[config.mk]
export PLATFORM = sky130hd
export DESIGN_NAME = hilo_hazard_ctrl
export DESIGN_NICKNAME = d
export VERILOG_FILES = /design/src/rtl/hilo_hazard_ctrl.sv
export SDC_FILE = /design/constraint.sdc
export NUM_CORES = 1
export LEC_CHECK = 0
export CAP_MARGIN = 20
export CORE_MARGIN = 2
export CORE_UTILIZATION = 40
export CTS_CLUSTER_DIAMETER = 80
export DETAILED_ROUTE_END_ITERATION = 6
export GPL_TIMING_DRIVEN = 0
export HOLD_SLACK_MARGIN = 0.08
export PLACE_DENSITY = 0.81
export SLEW_MARGIN = 20
export SYNTH_ARGS = -nofsm -noshare
export SYNTH_HDL_FRONTEND = slang
export SYNTH_SLANG_ARGS = --single-unit
[constraint.sdc]
create_clock -name clk -period 2.13 [get_ports clk]
set_clock_uncertainty 0.15 [all_clocks]
set_input_delay 0.426 -clock clk [delete_from_list [all_inputs] [get_ports clk]]
set_output_delay 0.426 -clock clk [all_outputs]
set_load 0.05 [all_outputs]
[src/rtl/hilo_hazard_ctrl.sv]
// hilo_hazard_ctrl: HI/LO hazard controller that sits beside the ID stage.
// Tracks pending HI/LO writers through the post-ID stages, picks the bypass
// source for MFHI/MFLO and stalls ID/EX while a multi-cycle MULT/DIV runs.
//
// Ports:
//   clk, rst_n         clock, synchronous active-low reset
//   id_valid           ID holds a real instruction
//   id_op, id_func     ID opcode / funct
//   stall_in           external ID stall (ID content does not advance)
//   flush              kill the ID instruction
//   hi_sel, lo_sel     bypass select: 0 = architectural reg, k = stage k result
//   stall_out          freeze ID and EX (equals md_busy)
//   md_busy            MULT/DIV still executing in EX
module hilo_hazard_ctrl #(
    parameter int unsigned STAGES  = 3,
    parameter int unsigned MUL_LAT = 4,
    parameter int unsigned DIV_LAT = 16,
    localparam int unsigned SELW   = ($clog2(STAGES + 1) < 1) ? 1 : $clog2(STAGES + 1)
) (
    input  logic            clk,
    input  logic            rst_n,
    input  logic            id_valid,
    input  logic [5:0]      id_op,
    input  logic [5:0]      id_func,
    input  logic            stall_in,
    input  logic            flush,
    output logic [SELW-1:0] hi_sel,
    output logic [SELW-1:0] lo_sel,
    output logic            stall_out,
    output logic            md_busy
);

    localparam int unsigned CNTW = 6;

    localparam logic [5:0] OP_SPECIAL = 6'b000000;
    localparam logic [5:0] F_MFHI     = 6'b010000;
    localparam logic [5:0] F_MTHI     = 6'b010001;
    localparam logic [5:0] F_MFLO     = 6'b010010;
    localparam logic [5:0] F_MTLO     = 6'b010011;

    localparam logic [CNTW-1:0] MUL_CNT = CNTW'(MUL_LAT - 1);
    localparam logic [CNTW-1:0] DIV_CNT = CNTW'(DIV_LAT - 1);

    // Bit 0 of the flag vectors is stage 1 (EX), bit k-1 is stage k.
    localparam logic [STAGES-1:0] S1 = STAGES'(1);
    localparam logic [STAGES-1:0] S2 = STAGES'(2);

    logic [STAGES-1:0] hi_v, hi_v_nxt;
    logic [STAGES-1:0] lo_v, lo_v_nxt;
    logic [CNTW-1:0]   cnt,  cnt_nxt;

    logic is_special, is_mfhi, is_mflo, is_mthi, is_mtlo, is_mul, is_div;
    logic dec_hi, dec_lo, enter;

    // ID decode
    assign is_special = (id_op == OP_SPECIAL);
    assign is_mfhi    = is_special && (id_func == F_MFHI);
    assign is_mflo    = is_special && (id_func == F_MFLO);
    assign is_mthi    = is_special && (id_func == F_MTHI);
    assign is_mtlo    = is_special && (id_func == F_MTLO);
    assign is_mul     = is_special && (id_func[5:1] == 5'b01100);
    assign is_div     = is_special && (id_func[5:1] == 5'b01101);
    assign dec_hi     = is_mthi || is_mul || is_div;
    assign dec_lo     = is_mtlo || is_mul || is_div;

    assign md_busy    = (cnt != '0);
    assign stall_out  = md_busy;

    // ID instruction actually moves into EX this cycle
    assign enter = id_valid && !stall_in && !flush && !md_busy;

    // Lowest set flag = youngest writer; returns its stage number or 0
    function automatic logic [SELW-1:0] youngest(input logic [STAGES-1:0] v);
        logic [SELW-1:0]   sel;
        logic [STAGES-1:0] t;
        sel = '0;
        t   = v;
        for (int k = 1; k <= int'(STAGES); k++) begin
            if (t[0] && (sel == '0)) sel = SELW'(k);
            t = t >> 1;
        end
        return sel;
    endfunction

    assign hi_sel = (id_valid && is_mfhi) ? youngest(hi_v) : '0;
    assign lo_sel = (id_valid && is_mflo) ? youngest(lo_v) : '0;

    // Scoreboard advance and MULT/DIV countdown
    always_comb begin
        hi_v_nxt = hi_v;
        lo_v_nxt = lo_v;
        cnt_nxt  = cnt;
        if (md_busy) begin
            // EX frozen: stage 1 holds, a bubble opens behind it
            hi_v_nxt = ((hi_v << 1) & ~(S1 | S2)) | (hi_v & S1);
            lo_v_nxt = ((lo_v << 1) & ~(S1 | S2)) | (lo_v & S1);
            cnt_nxt  = cnt - CNTW'(1);
        end else begin
            hi_v_nxt = ((hi_v << 1) & ~S1) | ((enter && dec_hi) ? S1 : '0);
            lo_v_nxt = ((lo_v << 1) & ~S1) | ((enter && dec_lo) ? S1 : '0);
            if (enter && is_mul) begin
                cnt_nxt = MUL_CNT;
            end else if (enter && is_div) begin
                cnt_nxt = DIV_CNT;
            end
        end
    end

    always_ff @(posedge clk) begin
        if (!rst_n) begin
            hi_v <= '0;
            lo_v <= '0;
            cnt  <= '0;
        end else begin
            hi_v <= hi_v_nxt;
            lo_v <= lo_v_nxt;
            cnt  <= cnt_nxt;
        end
    end

endmodule

---- After elaboration in Yosys (flattened, before gate mapping) ----
Cells that the tools add are included.
cells by class
  bitwise logic cells ..................... 4
  equal/unequal tests ..................... 6
  reduce and logical (&&, ||, !) cells .... 33
  $add $sub $neg .......................... 1
  multiplexer cells ....................... 15
operator list
  operator                                                             number
  6-bit by 5-bit == test with 1-bit output (second input constant)     4
  1-bit logical AND                                                    19
  6-bit 2-to-1 mux                                                     3
  2-bit 2-to-1 mux                                                     6
  3-bit by 1-bit OR with 3-bit output                                  4
  5-bit by 4-bit == test with 1-bit output (second input constant)     2
  2-bit zero test                                                      4
  6-bit zero test                                                      1
  3-bit 2-to-1 mux                                                     2
  6-bit nonzero test                                                   1
  6-bit by 1-bit subtractor with 6-bit output (second input constant)  1
  1-bit logical OR                                                     4
  1-bit 2-to-1 mux                                                     4
  1-bit zero test                                                      3
  3-bit nonzero test                                                   1
word-level totals
  input bits .............................. 17
  logic and storage cells ................. 62
  register bits ........................... 12
  output and inout port bits .............. 6

---- Logic depth before layout (Yosys ltp) ----
  word-level depth ........................ 8
  depth in mapped cells ................... 7
  depth with buffers taken out ............ 7

---- Worst setup path before layout ----
Ideal clock, no wire load.
  kind .................................... in2out
  start point ............................. in id_op[4]
  end point ............................... out lo_sel[1]
  path buffers ............................ 0
  arrival time ............................ 2.075 ns
  cell stages on the path ................. 4
  required time ........................... 1.554 ns
  setup slack ............................. -0.521 ns
  cell sequence ........................... nor4b_2 -> and3_1 -> nand4_1 -> nor3_1
between the ends
  word-level cells in the longest chain between the ends .. 4
RTL lines
  element             RTL line  text
  start: declaration  23        input logic [5:0] id_op,
  6-bit zero test     56        assign is_special = (id_op == OP_SPECIAL);
  1-bit logical AND   58        assign is_mflo = is_special && (id_func == F_MFLO);
  1-bit logical AND   86        assign lo_sel = (id_valid && is_mflo) ? youngest(lo_v) : '0;
  2-bit 2-to-1 mux    86
  end: declaration    28        output logic [SELW-1:0] lo_sel,
Every way passes these cells.

---- Worst setup path in the final report ----
  start point ............................. in id_op[4]
  end point ............................... out hi_sel[1]
between the ends
  word-level cells in the longest chain between the ends .. 4
RTL lines
  element            RTL line  text
  6-bit zero test    56
  1-bit logical AND  57        assign is_mfhi = is_special && (id_func == F_MFHI);
  1-bit logical AND  85        assign hi_sel = (id_valid && is_mfhi) ? youngest(hi_v) : '0;
  2-bit 2-to-1 mux   85
  end: declaration   27        output logic [SELW-1:0] hi_sel,
Every way passes these cells.

==> results.cfg <==
[status]
status = complete, but fails checks
violations = setup timing

[synthesis]
syn-num-nets = 92
yosysWarnings = 0
synthFlopType = dfxtp_1
ys_seq_elements = 12
syn_inst = 74
synth_area_leader_cell = dfxtp_1
synth_edf_count = 0
seq_area_frac_synth = 0.382
netlist_area_um2 = 629
postSynth.asyncResetShare = 0
avgSynthCellArea_um2 = 8.50
synthTopCellsByArea = dfxtp_1, nand3_1, nor2_1, a21oi_1, nor2b_1
synth_top_area_frac = 0.382
yosysUniqueCellTypes = 29

[floorplan]
die_h_um = 43.7
core-area_mm2 = 0.00149
die_area_mm2 = 0.00191
rows = 14
start_util = 0.423
ios = 23
die_w_um = 43.7

[finish]
num-nets-final = 124
synthToLayoutAreaGrowth_pct = 53.9
drive_gt1_frac = 0.324
diodes = 0
fin_util = 0.650

[detailed_routing]
drt-total-wl_mm = 1.67
ant_nets = 0
wl_per_cell_um = 13.8
firstDrtPassIters = 4
drtIter0Drc = 18
viasPerCell = 5.60
vias = 677
drc = 0

[sta]
fin_crit_sh = 1.01
tightestPinTransition_ns = 0.377
rsz0062_at_grt = true
min_period_ns = 2.15
hold_violations = 0
drv_slew = 0
slew_headroom = 0.749
max_freq_mhz = 465
fin_ws_ns = -0.0206
final-setup-viol-count = 1
fin_hold_ws_ns = 0.346

[job]
maxCapViolations = 0

[grt]
grt_pass1_vias = 653
antenna_found_initial = 0
grt_max_degree = 11
grt_remaining_overflow = 0
grt_pass1_wl_mm = 2.82
grt_use_total = 0.201

[hold_path]
hp-class = reg -> reg

[critical_path]
required_ns = 1.55
path_class = in -> out
startpoint = id_op[4]
endpoint_kind = output pin
r2r_slack_ns = 0.43
cp-start-kind = primary input
critPathCapture = hi_sel[1]
regToRegStartpoint = cnt[1]$_SDFFE_PN0P_
r2r_cells = 8
cp.arrival_ns = 1.57
reg2reg_to = cnt[1]$_SDFFE_PN0P_
worstPathMaxFanout = 2

[power_and_ir_drop]
ir_drop_v = 0.00104
p_leak_nw = 0.406
powerDensity_mw_per_mm2 = 1340

[placed_design]
gp_congestion = 0.795
place.port_buffers = 22
hpwl_mm = 1.08

[clock_tree]
cts.sinks = 12
numCtsBuffers = 3
cts_tree = built
cts.clk_slew.worst_paths_ns = 0.08
htreeDepth = 1
root_buffer = clkbuf_4
clock_tree.buffer_depth = 2
worstSkewPairLatency_ns = 0.28
-- Yosys cell counts (2+ instances only) --
master	instances
inv_1	4
and4_1	2
nor3_1	3
and2_1	2
a21oi_1	5
nand3_1	6
nor2b_1	4
and3_1	3
o21ai_1	3
o21ai_0	3
nand2_1	3
nor2_1	7
mux2i_1	2
dfxtp_1	12
-- stage by stage --
| step | TNS, ns | worst slack [ns] | cell area, µm² | total power [mW] | instances |
|---|---|---|---|---|---|
| 3_5_place_dp | -4.33 | -0.972 | 881 | 0.931 | 112 |
| 2_1_floorplan | -0.222 | -0.116 | 641 | 0.763 | 74 |
| 6_report | -0.0206 | -0.0206 | 968 | 1.30 | 121 |
| 3_3_place_gp | -4.20 | -0.946 | 881 | 0.914 | 112 |
| 4_1_cts | -0.0338 | -0.0338 | 961 | 1.25 | 121 |
| 5_1_grt | -0.0689 | -0.0689 | 968 | 1.36 | 121 |
-- registers in the layout, summed over array words and instances (netlist names) --
name	cells
hi_v	3
lo_v	3
cnt	6
-- routing by layer --
layer / GRT usage / up-vias / share of wire
li1: - / 321 / -
met1: 0.226 / 299 / 0.40
met2: 0.350 / 48 / 0.48
met3: 0.0417 / 9 / 0.089
met4: 0.109 / 0 / 0.029
met5: 0 / - / 0
-- cells by family after synthesis --
family                   count (synthesis)  share of synthesized area
AND/OR/NAND/NOR                         37                      0.380
AO/OA/AOI/OAI                           14                      0.125
flip-flops                              12                      0.382
buffers and inverters                    7                     0.0477
multiplexers                             2                     0.0318
XOR/XNOR                                 1                     0.0139
adder cells (fa/ha/maj)                  1                     0.0199
-- cells in the final DEF (no fill, tap or decap), drive strengths merged --
| cell type | instances |
|---|---|
| a21oi | 6 |
| o21a | 1 |
| a21boi | 1 |
| nor3 | 3 |
| nand3 | 6 |
| o21ai | 6 |
| nand4 | 1 |
| dfxtp | 12 |
| nor4b | 1 |
| nor4 | 1 |
| mux2i | 2 |
| nand2 | 3 |
| clkbuf | 7 |
| dlygate4sd2 | 5 |
| xor2 | 1 |
| inv | 5 |
| nor2 | 7 |
| ha | 1 |
| nor2b | 4 |
| and4 | 2 |
| clkdlybuf4s50 | 4 |
| nand2b | 2 |
| clkdlybuf4s15 | 2 |
| and2 | 2 |
| and3 | 3 |
| nor3b | 2 |
| buf | 15 |
-- critical path, cell delays in order --
cell	delay, ns
buf_6	0.09
nor4b_4	0.26
and3_1	0.20
and4_1	0.23
nor3b_4	0.19
buf_6	0.18
-- final cells by class --
class / instances / area [µm²]
timing repair buffer: 28 / 250
inverter: 5 / 18.8
clock buffer: 4 / 36.3
sequential: 12 / 243
tap: 16 / 20.0
buffer: 1 / 3.75
multi-input combinational: 55 / 397
fill: 114 / 520
-- report_power, final --
group | switching, mW | internal, mW
sequential | 0.0567 | 0.277
combinational | 0.428 | 0.346
clock | 0.0847 | 0.104
-- what timing repair did --
item	4_1_cts	5_1_grt
pin swaps	8	5
endpoints found under the setup margin	6	5
setup buffers	6	0
gates resized for setup	73	6
hold buffers	0	0
-- worst min path at each step --
stage / startpoint / end / cells past startpoint
6_report: hi_v[1]$_SDFF_PP0_ / hi_v[2]$_SDFF_PN0_ / 1
5_1_grt: lo_v[1]$_SDFF_PP0_ / lo_v[2]$_SDFF_PN0_ / 1
4_1_cts: lo_v[1]$_SDFF_PP0_ / lo_v[2]$_SDFF_PN0_ / 1
3_5_place_dp: hi_v[1]$_SDFF_PP0_ / hi_v[2]$_SDFF_PN0_ / 1
3_3_place_gp: lo_v[1]$_SDFF_PP0_ / lo_v[2]$_SDFF_PN0_ / 1
2_1_floorplan: cnt[1]$_SDFFE_PN0P_ / cnt[1]$_SDFFE_PN0P_ / 2
(Power assumes the default switching activity.)
